$ cat src/rtl/operand_fetch_stage_pkg.sv
// Shared decode definitions for the operand fetch stage.
// Holds class codes, field positions and the ID/EX bundle.
package operand_fetch_stage_pkg;

  localparam int XLEN = 32;
  localparam int REG_W = 4;
  localparam int NREG = 16;
  localparam logic [31:0] PC_OFF = 32'd8;

  localparam int F_CLS = 26;
  localparam int F_I = 25;
  localparam int F_OP = 21;
  localparam int F_L = 20;
  localparam int F_RN = 16;
  localparam int F_RD = 12;
  localparam int F_RM = 0;

  typedef enum logic [1:0] {
    CLS_DP = 2'b00,
    CLS_LS = 2'b01,
    CLS_BR = 2'b10,
    CLS_XX = 2'b11
  } cls_e;

  localparam logic [3:0] OP_MOV = 4'hD;
  localparam logic [3:0] OP_MVN = 4'hF;

  typedef struct packed {
    logic             rs1_use;
    logic [REG_W-1:0] rs1;
    logic             rs2_use;
    logic [REG_W-1:0] rs2;
    logic             rd_we;
    logic [REG_W-1:0] rd;
    logic [XLEN-1:0]  imm;
    logic             use_imm;
    logic             is_load;
    logic             is_store;
    logic [3:0]       alu_op;
  } dec_t;

  typedef struct packed {
    logic [31:0]      pc;
    logic [XLEN-1:0]  op_a;
    logic [XLEN-1:0]  op_b;
    logic [31:0]      imm;
    logic [REG_W-1:0] rd;
    logic             rd_we;
    logic [3:0]       alu_op;
    logic             use_imm;
    logic             is_load;
    logic             is_store;
  } id_ex_t;

  function automatic dec_t decode(input logic [31:0] ir);
    dec_t d;
    cls_e cls;
    logic [3:0] op;
    d = '0;
    cls = cls_e'(ir[F_CLS +: 2]);
    op = ir[F_OP +: 4];
    d.alu_op = op;
    d.rs1 = ir[F_RN +: REG_W];
    d.rs2 = ir[F_RM +: REG_W];
    d.rd = ir[F_RD +: REG_W];
    unique case (1'b1)
      cls == CLS_DP: begin
        d.rs1_use = !(op == OP_MOV || op == OP_MVN);
        d.use_imm = ir[F_I];
        d.rs2_use = !ir[F_I];
        if (ir[F_I])
          d.imm = {24'b0, ir[7:0]};
        d.rd_we = op[3:2] != 2'b10;
      end
      cls == CLS_LS: begin
        d.rs1_use = 1'b1;
        d.use_imm = 1'b1;
        d.imm = {20'b0, ir[11:0]};
        d.is_load = ir[F_L];
        d.is_store = !ir[F_L];
        d.rd_we = ir[F_L];
        d.rs2_use = !ir[F_L];
        d.rs2 = ir[F_RD +: REG_W];
      end
      default: ;
    endcase
    return d;
  endfunction

endpackage

$ cat src/rtl/reg_scoreboard.sv
// Busy bit per architectural register.
// Read ports and busy report the state after this cycle's clears.
module reg_scoreboard #(
  parameter int N = 16,
  parameter int AW = 4
) (
  input  logic          clk,
  input  logic          reset,
  input  logic          set_en,
  input  logic [AW-1:0] set_addr,
  input  logic          wb_clr_en,
  input  logic [AW-1:0] wb_clr_addr,
  input  logic          cancel_en,
  input  logic [AW-1:0] cancel_addr,
  input  logic          flush_en,
  input  logic [AW-1:0] flush_addr,
  input  logic [AW-1:0] rd_a_addr,
  input  logic [AW-1:0] rd_b_addr,
  output logic          rd_a_busy,
  output logic          rd_b_busy,
  output logic [N-1:0]  busy
);

  logic [N-1:0] busy_q;
  logic [N-1:0] clr_mask;
  logic [N-1:0] set_mask;

  always_comb begin
    clr_mask = '0;
    set_mask = '0;
    if (wb_clr_en)
      clr_mask[wb_clr_addr] = 1'b1;
    if (cancel_en)
      clr_mask[cancel_addr] = 1'b1;
    if (flush_en)
      clr_mask[flush_addr] = 1'b1;
    if (set_en)
      set_mask[set_addr] = 1'b1;
  end

  assign busy = busy_q & ~clr_mask;
  assign rd_a_busy = busy[rd_a_addr];
  assign rd_b_busy = busy[rd_b_addr];

  // R0 is hardwired, so its bit can never become busy
  always_ff @(posedge clk) begin
    if (reset)
      busy_q <= '0;
    else
      busy_q <= (busy | set_mask) & {{(N-1){1'b1}}, 1'b0};
  end

endmodule

$ cat src/rtl/operand_fetch_stage.sv
// Decode / operand fetch stage feeding EX.
// Bypasses write-back, stalls on busy registers.
module operand_fetch_stage
  import operand_fetch_stage_pkg::*;
#(
  parameter int DATA_W = XLEN,
  parameter int ADDR_W = REG_W,
  parameter logic [31:0] PC_OFFSET = PC_OFF
) (
  input  logic              clk,
  input  logic              reset,
  input  logic              in_valid,
  output logic              in_ready,
  input  logic [31:0]       in_instr,
  input  logic [31:0]       in_pc,
  output logic [ADDR_W-1:0] rf_rd1_addr,
  output logic [ADDR_W-1:0] rf_rd2_addr,
  input  logic [DATA_W-1:0] rf_rd1_data,
  input  logic [DATA_W-1:0] rf_rd2_data,
  input  logic              wb_en,
  input  logic [ADDR_W-1:0] wb_addr,
  input  logic [DATA_W-1:0] wb_data,
  input  logic              sb_cancel_en,
  input  logic [ADDR_W-1:0] sb_cancel_addr,
  input  logic              flush,
  output logic              out_valid,
  input  logic              out_ready,
  output logic [31:0]       out_pc,
  output logic [DATA_W-1:0] out_op_a,
  output logic [DATA_W-1:0] out_op_b,
  output logic [31:0]       out_imm,
  output logic [ADDR_W-1:0] out_rd,
  output logic              out_rd_we,
  output logic [3:0]        out_alu_op,
  output logic              out_use_imm,
  output logic              out_is_load,
  output logic              out_is_store
);

  dec_t dec;
  id_ex_t slot_q;
  id_ex_t slot_d;
  logic valid_q;
  logic busy1;
  logic busy2;
  logic hazard;
  logic accept;
  logic flush_clr;
  logic [NREG-1:0] busy_eff;
  logic [31:0] pc_rel;

  assign dec = decode(in_instr);
  assign rf_rd1_addr = dec.rs1;
  assign rf_rd2_addr = dec.rs2;
  assign pc_rel = in_pc + PC_OFFSET;

  // register_file returns the old value on a same-cycle write
  function automatic logic [DATA_W-1:0] fetch(
    input logic              used,
    input logic [ADDR_W-1:0] rs,
    input logic [DATA_W-1:0] rf
  );
    logic [DATA_W-1:0] v;
    if (!used || rs == '0)
      v = '0;
    else if (rs == ADDR_W'(NREG - 1))
      v = pc_rel;
    else if (wb_en && wb_addr == rs)
      v = wb_data;
    else
      v = rf;
    return v;
  endfunction

  assign flush_clr = flush && valid_q && slot_q.rd_we;

  reg_scoreboard #(
    .N (NREG),
    .AW(ADDR_W)
  ) u_sb (
    .clk        (clk),
    .reset      (reset),
    .set_en     (accept && dec.rd_we && dec.rd != '0),
    .set_addr   (dec.rd),
    .wb_clr_en  (wb_en),
    .wb_clr_addr(wb_addr),
    .cancel_en  (sb_cancel_en),
    .cancel_addr(sb_cancel_addr),
    .flush_en   (flush_clr),
    .flush_addr (slot_q.rd),
    .rd_a_addr  (dec.rs1),
    .rd_b_addr  (dec.rs2),
    .rd_a_busy  (busy1),
    .rd_b_busy  (busy2),
    .busy       (busy_eff)
  );

  assign hazard = (dec.rs1_use && dec.rs1 != '0 && busy1)
               || (dec.rs2_use && dec.rs2 != '0 && busy2)
               || (dec.rd_we && dec.rd != '0 && busy_eff[dec.rd]);

  assign in_ready = !reset && !flush && !hazard
                 && (!valid_q || out_ready);
  assign accept = in_valid && in_ready;

  always_comb begin
    slot_d = '0;
    slot_d.pc = in_pc;
    slot_d.op_a = fetch(dec.rs1_use, dec.rs1, rf_rd1_data);
    slot_d.op_b = fetch(dec.rs2_use, dec.rs2, rf_rd2_data);
    slot_d.imm = dec.imm;
    slot_d.rd = dec.rd;
    slot_d.rd_we = dec.rd_we;
    slot_d.alu_op = dec.alu_op;
    slot_d.use_imm = dec.use_imm;
    slot_d.is_load = dec.is_load;
    slot_d.is_store = dec.is_store;
  end

  always_ff @(posedge clk) begin
    if (reset) begin
      valid_q <= 1'b0;
      slot_q <= '0;
    end else if (flush) begin
      valid_q <= 1'b0;
    end else if (accept) begin
      valid_q <= 1'b1;
      slot_q <= slot_d;
    end else if (out_ready) begin
      valid_q <= 1'b0;
    end
  end

  assign out_valid = valid_q;
  assign out_pc = slot_q.pc;
  assign out_op_a = slot_q.op_a;
  assign out_op_b = slot_q.op_b;
  assign out_imm = slot_q.imm;
  assign out_rd = slot_q.rd;
  assign out_rd_we = slot_q.rd_we;
  assign out_alu_op = slot_q.alu_op;
  assign out_use_imm = slot_q.use_imm;
  assign out_is_load = slot_q.is_load;
  assign out_is_store = slot_q.is_store;

endmodule

$ cat config.mk
export PLATFORM = sky130hd
export DESIGN_NAME = operand_fetch_stage
export DESIGN_NICKNAME = d
export VERILOG_FILES = /design/src/rtl/operand_fetch_stage_pkg.sv /design/src/rtl/reg_scoreboard.sv /design/src/rtl/operand_fetch_stage.sv
export SDC_FILE = /design/constraint.sdc
export NUM_CORES = 1
export LEC_CHECK = 0
export ABC_AREA = 1
export BUFFER_PORTS_ARGS = -buffer_cell sky130_fd_sc_hd__buf_4
export CORE_ASPECT_RATIO = 1.4
export CORE_MARGIN = 1.5
export CORE_UTILIZATION = 51
export DETAILED_ROUTE_END_ITERATION = 12
export PLACE_DENSITY_LB_ADDON = 0.3
export SLEW_MARGIN = 20
export SYNTH_ARGS = -nofsm -noshare
export SYNTH_HDL_FRONTEND = slang
export SYNTH_SLANG_ARGS = --single-unit
$ cat constraint.sdc
create_clock -name clk -period 2.8 [get_ports clk]
set_clock_uncertainty 0.05 [all_clocks]
set_input_delay 0.14 -clock clk [delete_from_list [all_inputs] [get_ports clk]]
set_output_delay 0.14 -clock clk [all_outputs]
set_load 0.01 [all_outputs]
Word-level counts from Yosys, hierarchy flattened

Index checks and enable logic that the tools add are counted.

Word-level logic and storage cells: 115
Flip-flop bits (word level): 157
Latch bits: 0
Output and inout port bits: 150
Memories kept: 0
Bits in writable memories: 0
ROM bits: 0

Multipliers: 0
Shift-type cells: 0
Muxes and demuxes: 33
Reductions and logical operators: 44
Eq/ne operators: 8
Bitwise gates (word level): 6
Divide/modulo/power cells: 0
Add/subtract/negate cells: 1
Order comparisons: 10

Operators with widths:

| cell                  | count |
|---|---|
| $mux 32               | 6 |
| $mux 16               | 4 |
| $or 16x16->16         | 3 |
| $add 32x4->32 const B | 1 |
| $lt 4x5->1 const B    | 6 |
| $pmux 13 s2           | 1 |
| $logic_and 1x1->1     | 20 |
| $and 16x16->16        | 1 |
| $demux 1 s4           | 4 |
| $eq 4x4->1 const B    | 4 |
| $ge 4x1->1 const B    | 4 |
| $not 16->16           | 1 |
| $bmux 1 s4            | 3 |
| $reduce_bool 4->1     | 3 |
| $logic_not 1->1       | 9 |
| $mux 1                | 9 |
| $eq 4x4->1            | 2 |
| $logic_not 4->1       | 2 |
| $mux 8                | 1 |
| $logic_or 1x1->1      | 6 |
| $pmux 1 s2            | 3 |
| $mux 4                | 1 |
| $eq 2x1->1 const B    | 1 |
| $logic_not 2->1       | 1 |
| other kinds (6)       | 6 |

Longest topological paths before layout

Depth in word-level cells: 24
Mapped depth: 20

Modules after synthesis

From an unflattened synthesis, not the netlist that was laid out.

Cells, all modules: 1,512
Area total of the unflattened synthesis: 8,934.8 µm²

By module, submodules not included:

| module              | cells an instance | seq. area each (µm²) | instances | area an instance (µm²) |
|---|---|---|---|---|
| operand_fetch_stage | 1,206             | 2,422.3              | 1         | 7,399.6 |
| reg_scoreboard      | 306               | 300.3                | 1         | 1,535.2 |

Worst setup path before layout

Ideal clock, no wire load.

Kind: reg2reg
Start point: register slot_q (netlist bit out_rd_we)
End point: register slot_q (netlist bit out_op_a[30])
Stages on the path, launching flop included: 18
Buffers on the path: 2
Setup slack: 0.563 ns
Data arrival time: 2.059 ns
Period minus slack after synthesis: 2.237 ns
Cell sequence: dfxtp_1 -> nand3_1 -> nor2_1 -> nand2_1 -> nand3_1 -> nand2_1 -> nand2_1 -> nand2_1 -> nand2_1 -> nor2_1 -> nor2_1 -> nor2_2 -> nor2_8 -> nand2_4 -> buf_6 -> buf_2 -> o21ai_0 -> nor2_1

Longest elaborated chain between the ends: 14
Elaborated cells between the ends (all ways): 20
Classes of those cells: 7 x mux; 2 x bitwise; 11 x reduce/logical

Ends and longest elaborated chain:

| element                               | RTL line                                             | source |
|---|---|---|
| start: declaration                    | operand_fetch_stage.sv:41                            | `id_ex_t slot_q;` |
| start signal: assignment              | operand_fetch_stage.sv:128                           | `slot_q <= slot_d;` |
| $logic_and 1x1->1 (*)                 | operand_fetch_stage.sv:75                            | `assign flush_clr = flush && valid_q && slot_q.rd_we;` |
| $mux 16 (*)                           | reg_scoreboard.sv:35                                 | `if (flush_en)` |
| $not 16->16 (*)                       | reg_scoreboard.sv:41                                 | `assign busy = busy_q & ~clr_mask;` |
| $and 16x16->16 (*)                    | reg_scoreboard.sv:41                                 |  |
| $bmux 1 s4 (on tied branches)         | reg_scoreboard.sv:42, reg_scoreboard.sv:43           |  |
| $mux 1 (on tied branches)             | reg_scoreboard.sv:42, reg_scoreboard.sv:43           |  |
| $logic_and 1x1->1 (on tied branches)  | operand_fetch_stage.sv:98, operand_fetch_stage.sv:99 |  |
| $logic_or 1x1->1                      | operand_fetch_stage.sv:99                            | `\|\| (dec.rs2_use && dec.rs2 != '0 && busy2)` |
| $logic_or 1x1->1 (*)                  | operand_fetch_stage.sv:100                           | `\|\| (dec.rd_we && dec.rd != '0 && busy_eff[dec.rd]);` |
| $logic_not 1->1 (*)                   | operand_fetch_stage.sv:102                           | `assign in_ready = !reset && !flush && !hazard` |
| $logic_and 1x1->1 (*)                 | operand_fetch_stage.sv:102                           |  |
| $logic_and 1x1->1 (*)                 | operand_fetch_stage.sv:103                           | `&& (!valid_q \|\| out_ready);` |
| $logic_and 1x1->1 (*)                 | operand_fetch_stage.sv:104                           | `assign accept = in_valid && in_ready;` |
| $reduce_and 2->1 (no source line) (*) | --                                                   |  |

Mark *: on every way between the ends. The rest lies on a longest branch, timed or not. The select of a mux whose other input is x is not followed.
A chain may end at the register's enable or synchronous reset.

Worst setup path after layout

Start point: input port flush
End point: output port in_ready

Longest elaborated chain between the ends: 13
Elaborated cells between the ends (all ways): 21
Classes of those cells: 7 x mux; 2 x bitwise; 12 x reduce/logical

Ends and longest elaborated chain:

| element                              | RTL line                                             | source |
|---|---|---|
| start: declaration                   | operand_fetch_stage.sv:25                            | `input logic flush,` |
| $logic_and 1x1->1 (2 in a row)       | operand_fetch_stage.sv:75                            |  |
| $mux 16                              | reg_scoreboard.sv:35                                 |  |
| $not 16->16                          | reg_scoreboard.sv:41                                 |  |
| $and 16x16->16                       | reg_scoreboard.sv:41                                 |  |
| $bmux 1 s4 (on tied branches)        | reg_scoreboard.sv:42, reg_scoreboard.sv:43           |  |
| $mux 1 (on tied branches)            | reg_scoreboard.sv:42, reg_scoreboard.sv:43           |  |
| $logic_and 1x1->1 (on tied branches) | operand_fetch_stage.sv:98, operand_fetch_stage.sv:99 |  |
| $logic_or 1x1->1                     | operand_fetch_stage.sv:99                            |  |
| $logic_or 1x1->1                     | operand_fetch_stage.sv:100                           |  |
| $logic_not 1->1                      | operand_fetch_stage.sv:102                           |  |
| $logic_and 1x1->1 (*)                | operand_fetch_stage.sv:102                           |  |
| $logic_and 1x1->1 (*)                | operand_fetch_stage.sv:103                           |  |
| end: declaration                     | operand_fetch_stage.sv:13                            | `output logic in_ready,` |

Marks and branches as above.

==> impl_metrics.tcl <==
set metrics [dict create \
    min_from "in_instr[27]" \
    hold_end "out_use_imm$_SDFFE_PP0P_" \
    min_path_type "input port to flip-flop" \
    crit_path_max_fanout 26 \
    setup_viol_count_final 0 \
    start_util 0.526 \
    cts_max_path_buffers 2 \
    cp.arrival_ns 2.56 \
    finalSetupTns_ns 0 \
    ir_drop_v 0.000347 \
    slew_headroom 0.579 \
    grt_pass1_vias 10700 \
    netlist_area_um2 8880 \
    overflow 0 \
    pre_cts_ws_ns 0.0554 \
    clock_sinks 136 \
    p_total_mw 5.79 \
    min_period_ns 2.75 \
    fp.dieW_um 115 \
    nets 1958 \
    core-area_um2 16900 \
    grt_max_degree 75 \
    cts_tree "built" \
    start_kind "input port" \
    clk_latency_ns 0.43 \
    worst_hold_slack_ns 0.00718 \
    io_buffers 300 \
    power_density_nw_per_um2 466 \
    maxCapViolCount 0 \
    p_leak_nw 6.01 \
    drc 0 \
    synth_enable_flop_cells 0 \
    dieArea_um2 18200 \
    reg2reg_slack_ns 0.20 \
    whs_path_depth 4 \
    dp_hpwl_um 27100 \
    critPathRequiredTime_ns 2.61 \
    clk_pin_slew_ns 0.07 \
    antennaDiodeCount 0 \
    layout_commonest_cell "buf_4" \
    timing.rr.end "out_pc[20]$_SDFFE_PP0P_" \
    drive_above_1_share 0.233 \
    drt-initial-drc-count 1193 \
    critPathCaptureType "output pin" \
    synthFlopType "dfxtp_1" \
    rr_worst_depth 17 \
    ys_seq_area_frac 0.306 \
    syn_to_final_growth_pct 39.9 \
    boundaryPins 325 \
    postSynth.asyncResetShare 0 \
    fin_ws_ns 0.0518 \
    final_cell_mix "338 x buf_4, 323 x nor2_1, 232 x nand2_1" \
    netlist_instances 1464 \
    instances_no_fill 2027 \
    grt_pass1_wl_um 55000 \
    ys_ff_latch 136 \
    dr.pass1.iters 6 \
    gp_congestion 1.06 \
    rows 56 \
    place_inst 1956 \
    antenna_left 0 \
    synth_warnings 0 \
    syn_area_per_cell_um2 6.07 \
    via_per_inst 5.55 \
    max_freq_mhz 364 \
    hold_violations 0 \
    ys_types 39 \
    crit_type "input port to output pin" \
    cts-htree-levels 4 \
    cts_root_buffer "clkbuf_16" \
    die_y_um 159 \
    slew_violations 0 \
    antenna_found_initial 0 \
    numCtsBuffers 17 \
    wl_um 36500 \
    drt-wirelength-per-cell_um 18.0 \
    worst_slew_pin_slew_ns 0.631 \
    r2r_start "out_rd_we$_SDFFE_PP0P_" \
    finalCritPeriodShare 0.982 \
    outcome "completed" \
    grt_use_total 0.391 \
    vias 11200 \
]
state kept, by name, summed over array words and instances, names as in the netlist, 4 cells and up:
signal	count
out_op_b	32
out_imm	12
out_pc	32
out_alu_op	4
u_sb.busy_q	15
out_op_a	32
out_rd	4
worst max-delay path: stages:
cell and delay (ns):
dlygate4sd3_1 0.55, buf_4 0.16, inv_1 0.05, nor2_1 0.04
buf_4 0.15, nand3_1 0.14, nand2_1 0.08, nor2_2 0.25
nor2_1 0.07, nor2_1 0.12, nand2_1 0.08, nand3_1 0.08
nand3_1 0.14, nand2_2 0.16, nor2_8 0.05, buf_12 0.16
buf_4 0.15
power by group:
part	switching, mW	internal, mW	leakage (nW)
Sequential	0.0638	2.03	1.11
Combinational	0.757	0.574	4.60
Clock	0.992	1.38	0.301
how the worst max path moves through the flow:
stage	start	to	slack [ns]	cells after the start
after floorplan	out_rd_we$_SDFFE_PP0P_	out_op_a[30]$_SDFFE_PP0P_	0.56	17
after global placement	out_rd_we$_SDFFE_PP0P_	u_sb.busy_q[8]$_SDFF_PP0_	0.11	15
after detailed placement	out_rd_we$_SDFFE_PP0P_	out_op_a[16]$_SDFFE_PP0P_	0.06	17
after CTS	out_rd[0]$_SDFFE_PP0P_	in_ready	0.002	14
after global routing	flush	in_ready	-0.03	17
final	flush	in_ready	0.05	17
synth_stat cells, drive strengths merged, types with 2 or more instances:
| cell | number | share of area |
|---|---|---|
| inv | 159 | 0.067 |
| and2 | 2 | 0.0014 |
| o211ai | 6 | 0.0051 |
| nand3b | 2 | 0.0017 |
| o22ai | 2 | 0.0014 |
| o211a | 5 | 0.0056 |
| a21oi | 110 | 0.062 |
| a221oi | 3 | 0.0030 |
| nand4 | 32 | 0.023 |
| or2 | 2 | 0.0014 |
| xor2 | 19 | 0.019 |
| nor3 | 15 | 0.0085 |
| clkbuf | 42 | 0.018 |
| clkinv | 2 | 0.00085 |
| dfxtp | 136 | 0.31 |
| a21boi | 2 | 0.0017 |
| buf | 63 | 0.051 |
| nor2 | 334 | 0.14 |
| o21ai | 196 | 0.12 |
| nand2 | 238 | 0.10 |
| nand3 | 64 | 0.036 |
| a211oi | 17 | 0.014 |
| xnor2 | 6 | 0.0059 |
| nor4 | 4 | 0.0028 |
final cells by class:
class                   instances  area, um2
inverters                     161        608
multi-input cells            1081       5090
repair buffers                385       3090
fillers                      1393       4460
clock inverters                14        174
clock buffers                  18        439
flip-flops and latches        136       2740
well taps                     232        290
kinds of logic (layout without fill, tap and decap cells):
kind of cell | Yosys count | count (layout) | share of synthesized area
other | 1 | 20 | 0.000422
adders and majority gates | 1 | 1 | 0.00141
and+or+nand+nor | 693 | 693 | 0.321
DFF | 136 | 136 | 0.306
xor gates and xnor gates | 25 | 25 | 0.0246
AOI/OAI and AO/OA | 342 | 342 | 0.209
buffers and inverters | 266 | 578 | 0.137
per-stage QoR:
stage	util	cell area, um2
floorplan	-	8950
global placement	0.671	11300
detailed placement	0.671	11300
CTS	0.732	12400
global route	0.736	12400
finish	0.736	12400
per-layer routing:
layer	wire, um	vias up	track usage
met5	0	-	0
met4	2750	0	0.280
met3	3180	180	0.0792
met2	18000	706	0.685
met1	12500	5036	0.409
li1	-	5324	-
what timing repair did:
action / CTS / global route
buffers inserted: 0 / 0
hold endpoints to repair: 39 / 0
gates resized for setup: 10 / 20
setup endpoints to repair: 1 / 37
hold buffers: 39 / 0
Power figures use the tool's default switching activity.
